### config.mk
export PLATFORM = sky130hd
export DESIGN_NAME = control_unit_flat
export DESIGN_NICKNAME = d
export VERILOG_FILES = /design/src/rtl/control_unit_if.sv /design/src/rtl/control_unit.sv /design/src/flat_wrapper.sv
export SDC_FILE = /design/constraint.sdc
export NUM_CORES = 1
export LEC_CHECK = 0
export CAP_MARGIN = 20
export CORE_ASPECT_RATIO = 1.75
export CORE_MARGIN = 2
export CORE_UTILIZATION = 38
export CTS_BUF_LIST = sky130_fd_sc_hd__clkbuf_16
export DETAILED_ROUTE_END_ITERATION = 16
export PLACE_DENSITY = 0.72
export RECOVER_POWER = 100
export SKIP_CTS_REPAIR_TIMING = 1
export SYNTH_ARGS = -nofsm -noshare
export SYNTH_HDL_FRONTEND = slang
export SYNTH_SLANG_ARGS = --single-unit
### constraint.sdc
create_clock -name clk -period 2.85 [get_ports clk]
set_input_delay 0.855 -clock clk [delete_from_list [all_inputs] [get_ports clk]]
set_output_delay 0.855 -clock clk [all_outputs]
set_load 0.02 [all_outputs]
### src/rtl/control_unit_if.sv
// Control-unit bus: datapath status and memory/multiplier handshakes in,
// one-hot control word, ALU selector and status flags out.
// master: the control unit; slave: the datapath/memory side.
interface control_unit_if;
   logic        start;
   logic [7:0]  ir_in;
   logic        acc_neg;
   logic        mem_ack;
   logic        mul_done;
   logic [15:0] ctrl;
   logic [3:0]  alu_op;
   logic        halted;
   logic        illegal;

   modport master (
      input  start, ir_in, acc_neg, mem_ack, mul_done,
      output ctrl, alu_op, halted, illegal
   );

   modport slave (
      output start, ir_in, acc_neg, mem_ack, mul_done,
      input  ctrl, alu_op, halted, illegal
   );
endinterface

### src/rtl/control_unit.sv
// Hardwired control unit for the accumulator CPU: fetch, decode and execute
// sequencing with a req/ack memory handshake.
// Optional feature: define CTRL_MPY_EN to decode opcode 0x08 as MPY
// (multi-cycle multiply with the MUL_WAIT state, C10 and alu_op=MUL).
// Without it, 0x08 is an undefined opcode and mul_done is ignored.
module control_unit (
   input logic            clk,
   input logic            rst_n,
   control_unit_if.master bus
);

   typedef enum logic [3:0] {
      S_IDLE,
      S_F_ADDR,
      S_F_MEM,
      S_F_IR,
      S_DECODE,
      S_E_ADDR,
      S_E_MEM,
      S_E_ALU,
      S_HALT
`ifdef CTRL_MPY_EN
      ,S_MUL_WAIT
`endif
   } state_t;

   typedef enum logic [7:0] {
      OP_STORE  = 8'h01,
      OP_LOAD   = 8'h02,
      OP_ADD    = 8'h03,
      OP_SUB    = 8'h04,
      OP_JMPGEZ = 8'h05,
      OP_JMP    = 8'h06,
      OP_HALT   = 8'h07,
      OP_MPY    = 8'h08,
      OP_AND    = 8'h0A,
      OP_OR     = 8'h0B,
      OP_NOT    = 8'h0C,
      OP_SHR    = 8'h0D,
      OP_SHL    = 8'h0E
   } opcode_t;

   typedef enum logic [3:0] {
      ALU_PASS_B = 4'd0,
      ALU_ADD    = 4'd1,
      ALU_SUB    = 4'd2,
      ALU_AND    = 4'd3,
      ALU_OR     = 4'd4,
      ALU_NOT    = 4'd5,
      ALU_SHR    = 4'd6,
      ALU_SHL    = 4'd7,
      ALU_MUL    = 4'd8
   } alu_t;

   // Control bus bit positions
   localparam int unsigned C_PC_INC   = 0;
   localparam int unsigned C_MBR_PC   = 1;
   localparam int unsigned C_PC_MAR   = 2;
   localparam int unsigned C_MBR_MAR  = 3;
   localparam int unsigned C_MBR_IR   = 4;
   localparam int unsigned C_MEM_RD   = 5;
   localparam int unsigned C_ACC_MBR  = 6;
   localparam int unsigned C_MEM_WR   = 7;
   localparam int unsigned C_ALU_ACC  = 9;
   localparam int unsigned C_MUL_GO   = 10;

   state_t      state_q, state_d;
   logic [7:0]  op_q;
   logic [15:0] ctrl_d;
   alu_t        alu_d;
   logic        illegal_d;

`ifndef CTRL_MPY_EN
   logic unused_mul_done;
   assign unused_mul_done = bus.mul_done;
`endif

   // State register and opcode latch; reset aborts any instruction at once
   always_ff @(posedge clk or negedge rst_n) begin
      if (!rst_n) begin
         state_q <= S_IDLE;
         op_q    <= '0;
      end else begin
         state_q <= state_d;
         if (state_q == S_DECODE)
            op_q <= bus.ir_in;
      end
   end

   // Next-state decode and combinational control word
   always_comb begin
      state_d   = state_q;
      ctrl_d    = '0;
      alu_d     = ALU_PASS_B;
      illegal_d = 1'b0;

      case (state_q)
         S_IDLE: begin
            if (bus.start)
               state_d = S_F_ADDR;
         end

         S_F_ADDR: begin
            ctrl_d[C_PC_MAR] = 1'b1;
            state_d          = S_F_MEM;
         end

         S_F_MEM: begin
            ctrl_d[C_MEM_RD] = 1'b1;
            if (bus.mem_ack) begin
               ctrl_d[C_PC_INC] = 1'b1;
               state_d          = S_F_IR;
            end
         end

         S_F_IR: begin
            ctrl_d[C_MBR_IR] = 1'b1;
            state_d          = S_DECODE;
         end

         // op_q is not valid yet here, so decode straight from the IR
         S_DECODE: begin
            case (bus.ir_in)
               OP_HALT:
                  state_d = S_HALT;
               OP_JMPGEZ, OP_JMP, OP_NOT, OP_SHR, OP_SHL:
                  state_d = S_E_ALU;
               OP_STORE, OP_LOAD, OP_ADD, OP_SUB, OP_AND, OP_OR:
                  state_d = S_E_ADDR;
`ifdef CTRL_MPY_EN
               OP_MPY:
                  state_d = S_E_ADDR;
`endif
               default: begin
                  illegal_d = 1'b1;
                  state_d   = S_F_ADDR;
               end
            endcase
         end

         S_E_ADDR: begin
            ctrl_d[C_MBR_MAR] = 1'b1;
            if (op_q == OP_STORE)
               ctrl_d[C_ACC_MBR] = 1'b1;
            state_d = S_E_MEM;
         end

         S_E_MEM: begin
            if (op_q == OP_STORE)
               ctrl_d[C_MEM_WR] = 1'b1;
            else
               ctrl_d[C_MEM_RD] = 1'b1;
            if (bus.mem_ack)
               state_d = (op_q == OP_STORE) ? S_F_ADDR : S_E_ALU;
         end

         S_E_ALU: begin
            state_d = S_F_ADDR;
            case (op_q)
               OP_LOAD: begin ctrl_d[C_ALU_ACC] = 1'b1; alu_d = ALU_PASS_B; end
               OP_ADD:  begin ctrl_d[C_ALU_ACC] = 1'b1; alu_d = ALU_ADD;    end
               OP_SUB:  begin ctrl_d[C_ALU_ACC] = 1'b1; alu_d = ALU_SUB;    end
               OP_AND:  begin ctrl_d[C_ALU_ACC] = 1'b1; alu_d = ALU_AND;    end
               OP_OR:   begin ctrl_d[C_ALU_ACC] = 1'b1; alu_d = ALU_OR;     end
               OP_NOT:  begin ctrl_d[C_ALU_ACC] = 1'b1; alu_d = ALU_NOT;    end
               OP_SHR:  begin ctrl_d[C_ALU_ACC] = 1'b1; alu_d = ALU_SHR;    end
               OP_SHL:  begin ctrl_d[C_ALU_ACC] = 1'b1; alu_d = ALU_SHL;    end
               OP_JMP:  ctrl_d[C_MBR_PC] = 1'b1;
               OP_JMPGEZ: begin
                  if (!bus.acc_neg)
                     ctrl_d[C_MBR_PC] = 1'b1;
               end
`ifdef CTRL_MPY_EN
               OP_MPY: begin
                  ctrl_d[C_MUL_GO] = 1'b1;
                  state_d          = S_MUL_WAIT;
               end
`endif
               default: ;
            endcase
         end

`ifdef CTRL_MPY_EN
         S_MUL_WAIT: begin
            if (bus.mul_done) begin
               ctrl_d[C_ALU_ACC] = 1'b1;
               alu_d             = ALU_MUL;
               state_d           = S_F_ADDR;
            end
         end
`endif

         S_HALT: state_d = S_HALT;

         default: state_d = S_IDLE;
      endcase
   end

   assign bus.ctrl    = ctrl_d;
   assign bus.alu_op  = alu_d;
   assign bus.illegal = illegal_d;
   assign bus.halted  = (state_q == S_HALT);

endmodule

### src/flat_wrapper.sv
// flat-port wrapper written by rule: the top's interface ports become plain ports
module control_unit_flat 
  (clk, rst_n, bus_start, bus_ir_in, bus_acc_neg, bus_mem_ack, bus_mul_done, bus_ctrl, bus_alu_op, bus_halted, bus_illegal);
  control_unit_if bus_i ();
  input logic clk;
  input logic rst_n;
  input wire logic [$bits(bus_i.start)-1:0] bus_start;
  input wire logic [$bits(bus_i.ir_in)-1:0] bus_ir_in;
  input wire logic [$bits(bus_i.acc_neg)-1:0] bus_acc_neg;
  input wire logic [$bits(bus_i.mem_ack)-1:0] bus_mem_ack;
  input wire logic [$bits(bus_i.mul_done)-1:0] bus_mul_done;
  output wire logic [$bits(bus_i.ctrl)-1:0] bus_ctrl;
  output wire logic [$bits(bus_i.alu_op)-1:0] bus_alu_op;
  output wire logic [$bits(bus_i.halted)-1:0] bus_halted;
  output wire logic [$bits(bus_i.illegal)-1:0] bus_illegal;
  assign bus_i.start = bus_start;
  assign bus_i.ir_in = bus_ir_in;
  assign bus_i.acc_neg = bus_acc_neg;
  assign bus_i.mem_ack = bus_mem_ack;
  assign bus_i.mul_done = bus_mul_done;
  assign bus_ctrl = bus_i.ctrl;
  assign bus_alu_op = bus_i.alu_op;
  assign bus_halted = bus_i.halted;
  assign bus_illegal = bus_i.illegal;
  control_unit u_core (.clk(clk), .rst_n(rst_n), .bus(bus_i));
endmodule
==> run_results.csv <==
group,metric,value,unit
power_and_ir_drop,powerDensity,901,nW/um2
die,die_x,40.7,um
timing,drv_slew,0,
global_routing,grt_pass1_wl,3610,um
synthesis,synth_top_cell_by_area,"dfrtp_1",
die,die_y,68.3,um
power_and_ir_drop,internal_power,0.726,mW
drt,dr.pass1.iters,4,
synthesis,ys_top_cells_by_area,"dfrtp_1 (33%), mux2_2 (8.8%), buf_4 (6.7%)",
power_and_ir_drop,vdd_ir_drop_max,0.491,mV
layout,fillers,203,
drt,vias_per_cell,5.38,
power_and_ir_drop,p_sw,0.479,mW
drt,vias,914,
drt,drt-initial-drc-count,10,
global_routing,grt_start_max_net_pins,13,
die,dieArea,2780,um2
power_and_ir_drop,power.leakage,0.727,nW
placed_design,dp_cells,165,
die,core-area,2270,um2
clock_tree,cts_tree,"yes",
synthesis,synth.avg_cell_area,8.38,um2
synthesis,synthMostInstantiatedCell,"nor2_1",
layout,post-route-cell-area,1340,um2
timing,fin_skew,0.00176,ns
clock_tree,path_clk_slew,0.04,ns
layout,multi_input_area,539,um2
critical_path,worstPathArrival,2.17,ns
power_and_ir_drop,swShare,39.7,%
placed_design,dp_hpwl,1850,um
critical_path,crit_path_end_kind,"output port",
layout,postLayoutCoreUtil,58.8,%
layout,diodes,0,
synthesis,synth-edff-count,0,
critical_path,critPathRequiredTime,2.00,ns
layout,synthToLayoutAreaGrowth,49.1,%
clock_tree,cts_sinks,12,
clock_tree,ctsHtreeMaxLevel,1,
synthesis,ys_warn_count,0,
power_and_ir_drop,p_clk_share,21.4,%
run,maxCapViolCount,0,
timing,max_freq,331,MHz
die,io_pins,36,
die,start_util,39.5,%
drt,drc,0,
clock_tree,clk_latency,0.24,ns
layout,final_cells,170,
layout,nNetsFinal,160,
synthesis,syn-cell-area,897,um2
global_routing,grt_pass1_vias,858,
timing,max-slew-margin-rel,62.4,%
layout,layout-drive-gt1-share,22.1,%
power_and_ir_drop,p_seq_share,30.3,%
timing,setup_ws,-0.173,ns
synthesis,synthArstFlopShare,100,%
timing,finalHoldViolCount,0,
placed_design,post_dp_cell_area,1230,um2
global_routing,grt-ovfl-total,0,
synthesis,synth.top_cells.by_count,"nor2_1 (14), dfrtp_1 (12), nor3_1 (11), buf_4 (8), nand2_1 (8)",
global_routing,track_usage,19.0,%
layout,register_area,300,um2
synthesis,netlist_instances,107,
placed_design,place_ws,-0.864,ns
synthesis,yosysUniqueCellTypes,30,
clock_tree,clockBufferDepth,2,
min_path,hp-class,"reg2reg",
synthesis,synth-seq-cells,12,
critical_path,cp-start-kind,"input pin",
placed_design,gp_congestion,0.842,
status,status,"finished with violations",
timing,min_period,3.02,ns
global_routing,antenna_found_initial,0,
timing,min_period_over_period,106,%
die,core.rowCount,23,
drt,routedWlPerCell,14.1,um
critical_path,critPathKind,"in2out",
clock_tree,cts_made_buffers,3,
synthesis,ys.flop_type,"dfrtp_1",
critical_path,crit_fanout,5,
drt,drt-total-wl,2400,um
synthesis,netlist.area_leader.share,33.5,%
synthesis,seq_area_frac_synth,33.5,%
clock_tree,cts-root-buf,"clkbuf_16",
timing,grt_setup_unrepaired,"yes",
timing,whs,0.509,ns
timing,setup_viol,1,
drt,ant_nets,0,
power_and_ir_drop,power.share.combinational,48.4,%
placed_design,port_buffers,26,
timing,worst_pin_slew,0.564,ns
status,violations,"setup timing",
[power by group through the flow]
stage	Combinational (mW)	Sequential (mW)	Clock [mW]
floorplan	0.454	0.304	0
global placement	0.582	0.357	0
detailed placement	0.597	0.365	0
CTS	0.604	0.363	0.262
global route	0.635	0.376	0.269
finish	0.583	0.365	0.258
[layer usage]
metal / global-route usage (%) / up-vias / share of wire, %
li1: - / 442 / -
met3: 1.30 / 5 / 4.9
met1: 18.4 / 435 / 33
met4: 8.75 / 0 / 1.8
met2: 36.7 / 32 / 60
met5: 0 / - / 0
[critical path: stages]
cell	delay, ns
clkdlybuf4s50_1	0.51
nor3_1	0.32
a311oi_2	0.11
nor3b_2	0.20
buf_4	0.17
[registers in the layout, indices dropped and copies added, names as in the netlist]
register        cells
u_core.state_q      4
u_core.op_q         8
[cell families after synthesis]
logic type	synth area share, %
AO/OA/AOI/OAI	10.6
XOR/XNOR	0.976
buffers and inverters	10.3
flip-flops	33.5
multiplexers	11.0
other	0.418
AND/OR/NAND/NOR	33.2
[cells in the final DEF (no fill, tap or decap), types with 2 or more instances in the layout]
cell	instances
a211oi_1	2
a21oi_1	4
buf_4	14
clkbuf_1	2
clkbuf_16	3
clkdlybuf4s50_1	10
conb_1	8
dfrtp_1	12
dlygate4sd3_1	2
dlymetal6s2s_1	11
inv_1	2
mux2_2	7
mux2i_1	2
nand2_1	8
nand2b_1	6
nand4_1	2
nor2_1	14
nor3_1	12
nor4b_1	2
o21ai_0	5
[area by class of cell]
class,count,area share (%)
Sequential cell,12,22.5
Clock inverter,1,0.281
Inverter,2,0.561
Timing Repair Buffer,41,28.4
Multi-Input combinational cell,86,40.3
Clock buffer,3,5.61
Tap cell,25,2.34
[worst paths after layout]
kind,startpoint,to,slack [ns],depth (start not counted)
min reg2reg,u_core.op_q[4],u_core.op_q[4],0.51,1
max reg2reg,u_core.state_q[3],u_core.op_q[6],0.90,5
max,bus_ir_in[1],bus_illegal,-0.17,5
min in group asynchronous,rst_n,u_core.state_q[0],1.04,1
min,u_core.op_q[4],u_core.op_q[4],0.51,1
max in group asynchronous,rst_n,u_core.op_q[1],1.46,1
[per-stage QoR]
step	total power [mW]	setup TNS, ns
final	1.21	-0.173
after global routing	1.28	-0.270
after CTS	1.23	-1.78
after detailed placement	0.962	-1.49
after global placement	0.939	-1.35
after floorplan	0.757	0
No activity file was read; power rests on OpenSTA's default activity.
